File: config.mk
export PLATFORM = sky130hd
export DESIGN_NAME = prime_seq_ctrl
export DESIGN_NICKNAME = d
export VERILOG_FILES = /design/src/rtl/prime_seq_ctrl.sv
export SDC_FILE = /design/constraint.sdc
export NUM_CORES = 1
export LEC_CHECK = 0
export CAP_MARGIN = 15
export CELL_PAD_IN_SITES_DETAIL_PLACEMENT = 0
export CELL_PAD_IN_SITES_GLOBAL_PLACEMENT = 2
export CORE_ASPECT_RATIO = 1.25
export CORE_MARGIN = 2
export CORE_UTILIZATION = 39
export DETAILED_ROUTE_END_ITERATION = 7
export PLACE_DENSITY_LB_ADDON = 0.05
export SLEW_MARGIN = 20
export SYNTH_ARGS = -nofsm -noshare
export SYNTH_HDL_FRONTEND = slang
export SYNTH_SLANG_ARGS = --single-unit
File: constraint.sdc
create_clock -name clk -period 7.9 [get_ports clk]
set_input_delay 1.58 -clock clk [delete_from_list [all_inputs] [get_ports clk]]
set_output_delay 1.58 -clock clk [all_outputs]
set_load 0.02 [all_outputs]
File: src/rtl/prime_seq_ctrl.sv
// Nth-prime sequencer: owns candidate/divisor counters, issues trial divisions.
// Optional ODD_SKIP_EN: after 2, only odd candidates and odd divisors are tried.
module prime_seq_ctrl #(
    parameter int WIDTH = 8,
    parameter int N_W   = 4
) (
    input  logic             clk,
    input  logic             rst,
    input  logic             start_i,
    input  logic [N_W-1:0]   n_i,
    output logic             mod_req_o,
    output logic [WIDTH-1:0] mod_dividend_o,
    output logic [WIDTH-1:0] mod_divisor_o,
    input  logic             mod_ack_i,
    input  logic [WIDTH-1:0] mod_rem_i,
    output logic             busy_o,
    output logic             done_o,
    output logic             err_o,
    output logic [WIDTH-1:0] prime_o
);

    typedef enum logic [2:0] {
        S_IDLE,
        S_INIT,
        S_CHECK,
        S_REQ,
        S_EVAL,
        S_NEXT,
        S_DONE
    } state_t;

    localparam logic [WIDTH-1:0] C_MAX = '1;

`ifdef ODD_SKIP_EN
    localparam logic [WIDTH-1:0] D_START = WIDTH'(3);
    localparam logic [WIDTH-1:0] D_STEP  = WIDTH'(2);
    localparam logic [WIDTH-1:0] C_LAST  = C_MAX - WIDTH'(1);
`else
    localparam logic [WIDTH-1:0] D_START = WIDTH'(2);
    localparam logic [WIDTH-1:0] D_STEP  = WIDTH'(1);
    localparam logic [WIDTH-1:0] C_LAST  = C_MAX;
`endif

    state_t             r_state;
    logic [N_W-1:0]     r_n;
    logic [N_W-1:0]     r_cnt;
    logic [WIDTH-1:0]   r_cand;
    logic [WIDTH-1:0]   r_d;
    logic [WIDTH-1:0]   r_rem;
    logic               r_is_prime;
    logic               r_req;
    logic               r_busy;
    logic               r_done;
    logic               r_err;
    logic [WIDTH-1:0]   r_prime;

    logic [2*WIDTH-1:0] w_d_ext;
    logic [2*WIDTH-1:0] w_cand_ext;
    logic [2*WIDTH-1:0] w_sq;
    logic               w_sq_gt;
    logic [N_W-1:0]     w_cnt_inc;
    logic [WIDTH-1:0]   w_cand_nxt;

    // Full-width square keeps the d*d > cand test free of overflow
    assign w_d_ext    = {{WIDTH{1'b0}}, r_d};
    assign w_cand_ext = {{WIDTH{1'b0}}, r_cand};
    assign w_sq       = w_d_ext * w_d_ext;
    assign w_sq_gt    = (w_sq > w_cand_ext);
    assign w_cnt_inc  = r_cnt + N_W'(1);

`ifdef ODD_SKIP_EN
    assign w_cand_nxt = (r_cand == WIDTH'(2)) ? WIDTH'(3)
                                              : r_cand + WIDTH'(2);
`else
    assign w_cand_nxt = r_cand + WIDTH'(1);
`endif

    always_ff @(posedge clk or posedge rst) begin
        if (rst) begin
            r_state    <= S_IDLE;
            r_n        <= '0;
            r_cnt      <= '0;
            r_cand     <= '0;
            r_d        <= '0;
            r_rem      <= '0;
            r_is_prime <= 1'b0;
            r_req      <= 1'b0;
            r_busy     <= 1'b0;
            r_done     <= 1'b0;
            r_err      <= 1'b0;
            r_prime    <= '0;
        end else begin
            r_done <= 1'b0;
            unique case (r_state)
                S_IDLE: begin
                    if (start_i) begin
                        r_n     <= n_i;
                        r_prime <= '0;
                        if (n_i == '0) begin
                            r_err   <= 1'b1;
                            r_done  <= 1'b1;
                            r_state <= S_DONE;
                        end else begin
                            r_err   <= 1'b0;
                            r_busy  <= 1'b1;
                            r_state <= S_INIT;
                        end
                    end
                end
                S_INIT: begin
                    r_cand  <= WIDTH'(2);
                    r_cnt   <= '0;
                    r_d     <= D_START;
                    r_state <= S_CHECK;
                end
                S_CHECK: begin
                    if (w_sq_gt) begin
                        if (w_cnt_inc == r_n) begin
                            r_prime <= r_cand;
                            r_busy  <= 1'b0;
                            r_done  <= 1'b1;
                            r_state <= S_DONE;
                        end else begin
                            r_is_prime <= 1'b1;
                            r_state    <= S_NEXT;
                        end
                    end else begin
                        r_req   <= 1'b1;
                        r_state <= S_REQ;
                    end
                end
                S_REQ: begin
                    if (mod_ack_i) begin
                        r_rem   <= mod_rem_i;
                        r_req   <= 1'b0;
                        r_state <= S_EVAL;
                    end
                end
                S_EVAL: begin
                    if (r_rem == '0) begin
                        r_is_prime <= 1'b0;
                        r_state    <= S_NEXT;
                    end else begin
                        r_d     <= r_d + D_STEP;
                        r_state <= S_CHECK;
                    end
                end
                S_NEXT: begin
                    if (r_is_prime) begin
                        r_cnt <= w_cnt_inc;
                    end
                    if (r_cand >= C_LAST) begin
                        r_err   <= 1'b1;
                        r_prime <= '0;
                        r_busy  <= 1'b0;
                        r_done  <= 1'b1;
                        r_state <= S_DONE;
                    end else begin
                        r_cand  <= w_cand_nxt;
                        r_d     <= D_START;
                        r_state <= S_CHECK;
                    end
                end
                S_DONE: begin
                    r_state <= S_IDLE;
                end
                default: begin
                    r_state <= S_IDLE;
                end
            endcase
        end
    end

    assign mod_req_o      = r_req;
    assign mod_dividend_o = r_cand;
    assign mod_divisor_o  = r_d;
    assign busy_o         = r_busy;
    assign done_o         = r_done;
    assign err_o          = r_err;
    assign prime_o        = r_prime;

endmodule

; ---- Word level (Yosys, flattened, before mapping)
; Index checks and enable logic that the tools add are counted.
[word_totals]
out_inout_bits = 28
regBits = 48
[op_classes]
n_mul = 1
n_reduce_logical = 20
muxes = 42
add_sub_neg = 3
eq_ne = 18
n_lt_le_gt_ge = 2
[ops]
columns = op, n
row1 = 8-bit two-way mux, 7
row2 = 8-bit one-hot mux with 3 select lines, 2
row3 = "2-bit inequality test, second input constant", 12
row4 = 3-bit two-way mux, 6
row5 = 3-bit one-hot mux with 6 select lines, 1
row6 = 1-bit two-way mux, 17
row7 = "8-bit by 1-bit adder with 8-bit output, second input constant", 2
row8 = 16-bit by 8-bit > comparator with 1-bit output, 1
row9 = 8-bit by 8-bit multiplier with 16-bit output, 1
row10 = 8-bit one-hot mux with 2 select lines, 1
row11 = 2-bit AND reduction, 5
row12 = 3-bit AND reduction, 3
row13 = "8-bit greater-or-equal comparator, second input constant", 1
row14 = 8-bit zero test, 1
row15 = 4-bit one-hot mux with 2 select lines, 1
row16 = 2-bit nonzero test, 4
row17 = "3-bit by 2-bit equality test with 1-bit output, second input constant", 2
row18 = "3-bit equality test, second input constant", 2
row19 = 1-bit one-hot mux with 2 select lines, 3
row20 = 1-bit one-hot mux with 3 select lines, 2
row21 = 6-bit AND reduction, 1
row22 = 3-bit nonzero test, 2
row23 = 5-bit AND reduction, 1
row24 = "4-bit by 1-bit adder with 4-bit output, second input constant", 1
row25 = 7 further kinds, 7

; ---- Logic depth before layout (Yosys ltp)
; Gate-level depths: netlist (run 1).
[logic_depth]
ltp_word = 5
depth_mapped = 24
mapped_depth_nobuf = 23

; ---- Worst setup path after synthesis (run 1)
; No wires, ideal clock.
[synth_timing]
path_kind = reg2reg
from = register r_d[3] (netlist: mod_divisor_o[3])
to = register r_prime[0] (netlist: prime_o[0])
arrival_time_ns = 5.151
setup_time_ns = 0.121
path_slack_ns = 2.628
stages_incl_launch_ff = 19
required_time_ns = 7.779
period_less_slack_ns = 5.272
path_cell_list = dfrtp_1 clkbuf_1 inv_1 nor2_1 fa_1 fa_1 inv_1 fa_1 fa_1 inv_1 ha_1 and3_1 a221oi_4 or3_1 nand4b_2 nor4_4 nand3_2 nor3b_4 a22o_1
[synth_between]
elab_chain_len = 4
[synth_lines]
columns = element, line_no
row1 = "start, declared", 48  ; logic [WIDTH-1:0] r_d;
row2 = "start signal, assigned", 144  ; r_d <= r_d + D_STEP;
row3 = 8-bit by 8-bit multiplier with 16-bit output, 67  ; assign w_sq = w_d_ext * w_d_ext;
row4 = 16-bit by 8-bit > comparator with 1-bit output, 68  ; assign w_sq_gt = (w_sq > w_cand_ext);
row5 = 2-bit inequality test (no line), n/a
row6 = 5-bit AND reduction (no line), n/a
row7 = "end signal, assigned", 119  ; r_prime <= r_cand;
row8 = "end, declared", 55  ; logic [WIDTH-1:0] r_prime;
; Every way passes these cells.
; A chain may end at the register's enable or synchronous reset.

; ---- Worst setup path after layout (run 1)
[layout_timing]
from = register r_d[0] (netlist: mod_divisor_o[0])
to = register r_busy (netlist: busy_o)
[layout_between]
elab_chain_len = 4
[layout_lines]
columns = element, line_no
row1 = 8-bit by 8-bit multiplier with 16-bit output, 67
row2 = 16-bit by 8-bit > comparator with 1-bit output, 68
row3 = 2-bit inequality test (no line), n/a
row4 = 6-bit AND reduction (no line), n/a
row5 = "end signal, assigned", 88  ; r_busy <= 1'b0;
row6 = "end signal, assigned", 105  ; r_busy <= 1'b1;
row7 = "end signal, assigned", 120  ; r_busy <= 1'b0;
row8 = "end, declared", 52  ; logic r_busy;
; Every way passes these cells.

==> results.sh, run 1 <==
export IMPL_dp_hpwl_um=8120
export IMPL_core_area_mm2=0.0105
export IMPL_finish_utilization_pct=46.9
export IMPL_gp_congestion=0.814
export IMPL_synth_seq_cells=48
export IMPL_drive_gt1_share_pct=6.78
export IMPL_setup_viol=0
export IMPL_io_buffers=43
export IMPL_grt_usage_pct=17.6
export IMPL_fin_nets=567
export IMPL_worstPathArrival_ps=5860
export IMPL_setup_slack_ps=2270
export IMPL_synth_edf_count=0
export IMPL_cp_start_kind="register"
export IMPL_ir_drop_mv=0.101
export IMPL_grt_pass1_wl_um=16300
export IMPL_dp_slack_ps=2270
export IMPL_rsz0062_at_grt="false"
export IMPL_yosysUniqueCellTypes=55
export IMPL_synth_avg_cell_area_um2=9.42
export IMPL_htree_levels=2
export IMPL_synth_cell_area_mm2=0.00419
export IMPL_setup_tns_ps=0
export IMPL_p_leak_nw=2.28
export IMPL_drc=0
export IMPL_wl_um=10000
export IMPL_final_cells=619
export IMPL_pwr_density_cell_mw_per_mm2=250
export IMPL_status="completed"
export IMPL_vias_per_cell=5.25
export IMPL_start_util_pct=39.9
export IMPL_worst_setup_path_type="reg2reg"
export IMPL_n_fill_cell=1044
export IMPL_diodes=0
export IMPL_hold_buffers=0
export IMPL_cts_buffers_inserted=5
export IMPL_slew_headroom_pct=43.6
export IMPL_die_h_um=120
export IMPL_wl_per_cell_um=16.2
export IMPL_synth_cells=445
export IMPL_cts_tree="yes"
export IMPL_rows=42
export IMPL_end_kind="register"
export IMPL_io_pins=44
export IMPL_fin_crit_ps=5630
export IMPL_cts_resized=0
export IMPL_cts_root_buf="clkbuf_16"
export IMPL_fmax_ghz=0.178
export IMPL_antenna_found_initial=0
export IMPL_vias=3248
export IMPL_ys_async_sr_fraction_pct=100
export IMPL_crit_fanout=9
export IMPL_dpl_cell_area_mm2=0.00475
export IMPL_clockBufferDepth=2
export IMPL_ant_nets=0
export IMPL_hold_viol=0
export IMPL_seq_area_mm2=0.00120
export IMPL_worst_pin_slew_ps=846
export IMPL_synth_seq_area_share_pct=28.7
export IMPL_synth_flop_cell="dfrtp_1"
export IMPL_drt_iter0_markers=101
export IMPL_finalClockSkew_ps=5.49
export IMPL_place_inst=611
export IMPL_stdcell_area_mm2=0.00493
export IMPL_critPathRequiredTime_ps=8130
export IMPL_slew_violations=0
export IMPL_grt_overflow_total=0
export IMPL_hold_class="reg2reg"
export IMPL_multi_input_area_mm2=0.00273
export IMPL_synth_warnings=0
export IMPL_clk_latency_ps=290
export IMPL_clk_pin_slew_ps=70
export IMPL_cts_num_sinks=48
export IMPL_drv_cap=0
export IMPL_grt_max_degree=49
export IMPL_area_growth_syn_to_layout_pct=17.6
export IMPL_dieArea_mm2=0.0116
export IMPL_first_pass_iters=6
export IMPL_die_width_um=96.7
export IMPL_period_share_pct=71.3
export IMPL_grt_pass1_vias=3295
export IMPL_cts_setup_buffers=0
==> cell usage in the layout (no fill, tap or decap), types with 2 or more instances in the layout <==
cell type	Yosys	layout
a21o_1	4	4
a21oi_1	20	20
a22o_1	10	10
a31oi_1	6	6
and2_1	16	16
and3_1	3	3
clkbuf_16	0	5
clkdlybuf4s50_1	0	43
conb_1	1	2
dfrtp_1	48	48
fa_1	25	25
ha_1	40	40
inv_1	57	56
mux2_2	13	13
mux2i_1	4	4
nand2_1	30	30
nand2b_1	4	4
nand3_1	11	11
nand3b_1	3	3
nand4_1	8	8
nor2_1	34	34
nor2b_1	2	2
nor3_1	8	8
nor3b_1	2	2
nor4_1	7	7
o211ai_1	2	2
o21a_1	2	2
o21ai_0	12	12
o22ai_1	6	6
o31ai_1	2	2
or2_2	2	2
or3_1	3	3
xnor2_1	22	22
xor2_1	7	7
==> cell type report <==
| class | count | share of cell area (%) |
|---|---|---|
| multi-input combinational | 330 | 55.4 |
| sequential | 48 | 24.4 |
| inverter | 57 | 4.36 |
| clock inverter | 2 | 0.787 |
| tap | 132 | 3.35 |
| clock buffer | 6 | 2.82 |
| timing repair buffer | 44 | 8.88 |
==> cell usage after synthesis, types with 11 or more instances <==
| master | number | share of area, % |
|---|---|---|
| inv_1 | 57 | 5.1 |
| dfrtp_1 | 48 | 29 |
| ha_1 | 40 | 12 |
| nor2_1 | 34 | 3.0 |
| nand2_1 | 30 | 2.7 |
| fa_1 | 25 | 12 |
| xnor2_1 | 22 | 4.6 |
| a21oi_1 | 20 | 2.4 |
| and2_1 | 16 | 2.4 |
| mux2_2 | 13 | 3.5 |
| o21ai_0 | 12 | 1.4 |
| nand3_1 | 11 | 1.3 |
==> per-layer routing <==
metal	share of wire (%)	vias to the layer above	track usage [%]
met5	0	-	0
met1	41	1564	20.6
met3	2.3	21	1.86
li1	-	1609	-
met4	4.0	0	8.80
met2	52	54	31.7
==> logic make-up (layout without fill, tap and decap cells) <==
logic type / after synthesis / in the layout / synth area share, %
and+or+nand+nor: 143 / 143 / 18.5
AOI/OAI and AO/OA: 74 / 74 / 12.1
buffers and inverters: 68 / 109 / 6.21
adders and majority gates: 65 / 65 / 23.9
DFF: 48 / 48 / 28.7
xor gates and xnor gates: 29 / 29 / 6.06
muxes: 17 / 17 / 4.45
other: 1 / 2 / 0.0895
==> final timing paths <==
| check | startpoint | end | slack, ps | cells past startpoint |
|---|---|---|---|---|
| hold / removal | prime_o[3] | prime_o[3] | 500 | 1 |
| setup / recovery | mod_divisor_o[0] | busy_o | 2270 | 21 |
| max in group asynchronous | rst | mod_divisor_o[1] | 5640 | 2 |
| setup reg to reg | mod_divisor_o[0] | busy_o | 2270 | 21 |
| min in group asynchronous | rst | prime_o[5] | 1750 | 2 |
| hold reg to reg | prime_o[3] | prime_o[3] | 500 | 1 |
==> through the flow <==
stage               hold WS, ps  power (mW)
floorplan                   466       0.812
global placement            491       0.990
detailed placement          490       0.996
CTS                         506        1.25
global route                514        1.33
finish                      503        1.23
==> flip-flops by register name, indices dropped and copies added, names as in the netlist <==
name / count
mod_dividend_o: 8
r_cnt: 4
busy_o: 1
r_n: 4
mod_divisor_o: 8
r_state: 3
mod_req_o: 1
prime_o: 8
done_o: 1
r_is_prime: 1
r_rem: 8
err_o: 1
==> critical path, stage by stage (launching register included) <==
cell      delay [ps]
dfrtp_1          520
inv_1            240
nor2_1           180
ha_1             240
inv_1             70
fa_1             480
inv_1             40
ha_1             300
fa_1             520
fa_1             470
a21o_1           230
a21oi_1          180
xnor2_1          150
ha_1             280
a21oi_1          150
o21ai_0          100
o22ai_1          180
nand4b_2         150
nor4_4           330
a31oi_1          150
o22ai_2          380
a22o_1           210
==> where the power goes <==
part	leakage [nW]	switching, mW	internal (mW)
sequential	0.622	0.0827	0.306
combinational	1.57	0.315	0.280
clock	0.0871	0.0912	0.158
(Power assumes the default switching activity.)
==> run 2: changes to the inputs <==
--- a/config.mk
+++ b/config.mk
@@ -10,7 +10,7 @@
 export CELL_PAD_IN_SITES_GLOBAL_PLACEMENT = 2
 export CORE_ASPECT_RATIO = 1.25
 export CORE_MARGIN = 2
-export CORE_UTILIZATION = 39
+export CORE_UTILIZATION = 33
 export DETAILED_ROUTE_END_ITERATION = 7
 export PLACE_DENSITY_LB_ADDON = 0.05
 export SLEW_MARGIN = 20
==> constraint.sdc (replaced) <==
create_clock -name clk -period 4.95 [get_ports clk]
set_input_delay 0.99 -clock clk [delete_from_list [all_inputs] [get_ports clk]]
set_output_delay 0.99 -clock clk [all_outputs]
set_load 0.02 [all_outputs]
==> run 2 against run 1 <==
The flow now finishes with violations (setup timing). Die area is 17% higher. Sequential power up 57%. Combinational power increased by 110%. Clock power increased by 55%. Non-clock buffer count up 58. First-iteration DRC count up 4.0%. Critical path depth is 3 lower. Via count is 8.0% higher. Clock-buffer cell count did not move. Total power rose by 84%. Cell count is 15% higher. Highest routed layer unchanged.
==> results.sh, run 2 (synthesis results as in run 1) <==
export IMPL_dpl_cell_area_mm2=0.00512
export IMPL_setup_slack_ps=-37.0
export IMPL_p_leak_nw=2.58
export IMPL_htree_levels=2
export IMPL_clk_latency_ps=290
export IMPL_rsz0062_at_grt="true"
export IMPL_drc=0
export IMPL_drive_gt1_share_pct=25.5
export IMPL_slew_violations=0
export IMPL_pwr_density_cell_mw_per_mm2=398
export IMPL_cts_num_sinks=48
export IMPL_fin_nets=626
export IMPL_ir_drop_mv=0.259
export IMPL_dieArea_mm2=0.0136
export IMPL_vias=3507
export IMPL_grt_max_degree=49
export IMPL_stdcell_area_mm2=0.00570
export IMPL_final_common_cell="buf_4"
export IMPL_cp_start_kind="register"
export IMPL_start_util_pct=33.4
export IMPL_place_inst=684
export IMPL_fin_hold_ws_ps=501
export IMPL_whs_path_depth=1
export IMPL_die_h_um=130
export IMPL_worst_setup_path_type="reg2reg"
export IMPL_violations="setup timing"
export IMPL_status="finished, violations left"
export IMPL_vias_per_cell=4.91
export IMPL_end_kind="register"
export IMPL_grt_usage_pct=16.7
export IMPL_slowest_delay_ps=560
export IMPL_worst_pin_slew_ps=751
export IMPL_crit_top_cell="fa_1"
export IMPL_cts_buffers_inserted=5
export IMPL_fmax_ghz=0.201
export IMPL_top_usage_layer="met2"
export IMPL_hold_class="reg2reg"
export IMPL_use_met3_pct=1.20
export IMPL_grt_pass1_vias=3489
export IMPL_worst_path_max_delay_cell="fa_1"
export IMPL_first_pass_iters=4
export IMPL_diodes=0
export IMPL_rr_worst_depth=18
export IMPL_period_share_pct=101
export IMPL_cts_tree="yes"
export IMPL_dp_hpwl_um=8780
export IMPL_gp_congestion=0.776
export IMPL_hold_viol=0
export IMPL_critPathRequiredTime_ps=5120
export IMPL_ant_nets=0
export IMPL_worstPathArrival_ps=5160
export IMPL_io_pins=44
export IMPL_slew_headroom_pct=49.7
export IMPL_n_fill_cell=1273
export IMPL_setup_viol=8
export IMPL_area_growth_syn_to_layout_pct=35.9
export IMPL_finalClockSkew_ps=7.01
export IMPL_met1_usage_pct=19.9
export IMPL_grt_pass1_wl_um=18000
export IMPL_core_area_mm2=0.0125
export IMPL_crit_fanout=9
export IMPL_met2_usage_pct=32.4
export IMPL_wl_per_cell_um=15.5
export IMPL_cts_root_buf="clkbuf_16"
export IMPL_io_buffers=43
export IMPL_clockBufferDepth=2
export IMPL_drt_iter0_markers=105
export IMPL_die_width_um=105
export IMPL_rows=46
export IMPL_grt_overflow_total=0
export IMPL_mostFrequentLayoutCells="buf_4 (50), inv_1 (49), clkdlybuf4s50_1 (43)"
export IMPL_total_power_mw=2.27
export IMPL_cp_cell_sequence="buf_12 > and2_4 > fa_1 > fa_1 > inv_1 > fa_1 > fa_1 > inv_2 > ha_4 > and3_4 > a221oi_4 > nor4_1 > mux2i_1 > and3_4 > nand3_2 > nor3b_4 > buf_12 > a22o_1"
export IMPL_antenna_found_initial=0
export IMPL_final_cells=714
export IMPL_clk_pin_slew_ps=70
export IMPL_drv_cap=0
export IMPL_hold_buffers=0
export IMPL_wl_um=11100
export IMPL_fin_crit_ps=4990
==> run 2: worst max-delay path, delay by kind of cell, from the launching register on <==
family / cells / cell delay [ps]
simple gates: 6 / 1190
flops: 1 / 440
buf+inv: 4 / 390
fa+ha+maj: 5 / 2340
mux: 1 / 240
compound gates: 2 / 270
==> run 2: power by group <==
| group | internal (mW) | switching, mW |
|---|---|---|
| combinational | 0.639 | 0.630 |
| sequential | 0.492 | 0.118 |
| clock | 0.238 | 0.149 |
| total | 1.37 | 0.897 |
==> run 2: path summary, 6_finish.rpt <==
kind | startpoint | end | slack [ps]
setup / recovery | mod_divisor_o[1] | prime_o[0] | -40
hold / removal | prime_o[2] | prime_o[2] | 500
setup reg to reg | mod_divisor_o[1] | prime_o[0] | -40
hold reg to reg | prime_o[2] | prime_o[2] | 500
max in group asynchronous | rst | mod_divisor_o[0] | 3310
min in group asynchronous | rst | prime_o[2] | 1190
==> run 2: per-stage QoR <==
| step | setup slack (ps) | setup TNS (ps) | util, % |
|---|---|---|---|
| detailed placement | -157 | -1550 | 40.8 |
| floorplan | 4.62 | 0 | - |
| global route | -192 | -1770 | 45.4 |
| finish | -37.0 | -247 | 45.4 |
| global placement | -112 | -943 | 40.8 |
| CTS | -76.0 | -595 | 44.0 |
==> run 2: layer usage <==
| layer | share of wire, % | routed length [µm] |
|---|---|---|
| met5 | 0 | 0 |
| met4 | 1.5 | 165 |
| met3 | 1.4 | 152 |
| met2 | 55 | 6100 |
| met1 | 42 | 4660 |
==> run 2: layout make-up <==
type | count | area, µm² | share of cell area [%]
clock buffer | 6 | 129 | 2.26
timing repair buffer | 102 | 933 | 16.4
tap | 168 | 210 | 3.69
sequential | 48 | 1210 | 21.3
inverter | 57 | 214 | 3.75
multi-input combinational | 331 | 2970 | 52.0
clock inverter | 2 | 35.0 | 0.615
==> run 2: what timing repair did <==
action,in CTS,in global routing
pin swaps,22,28
setup endpoints to repair,13,15
gates cloned,0,1
setup buffers,15,9
resized for setup,28,24
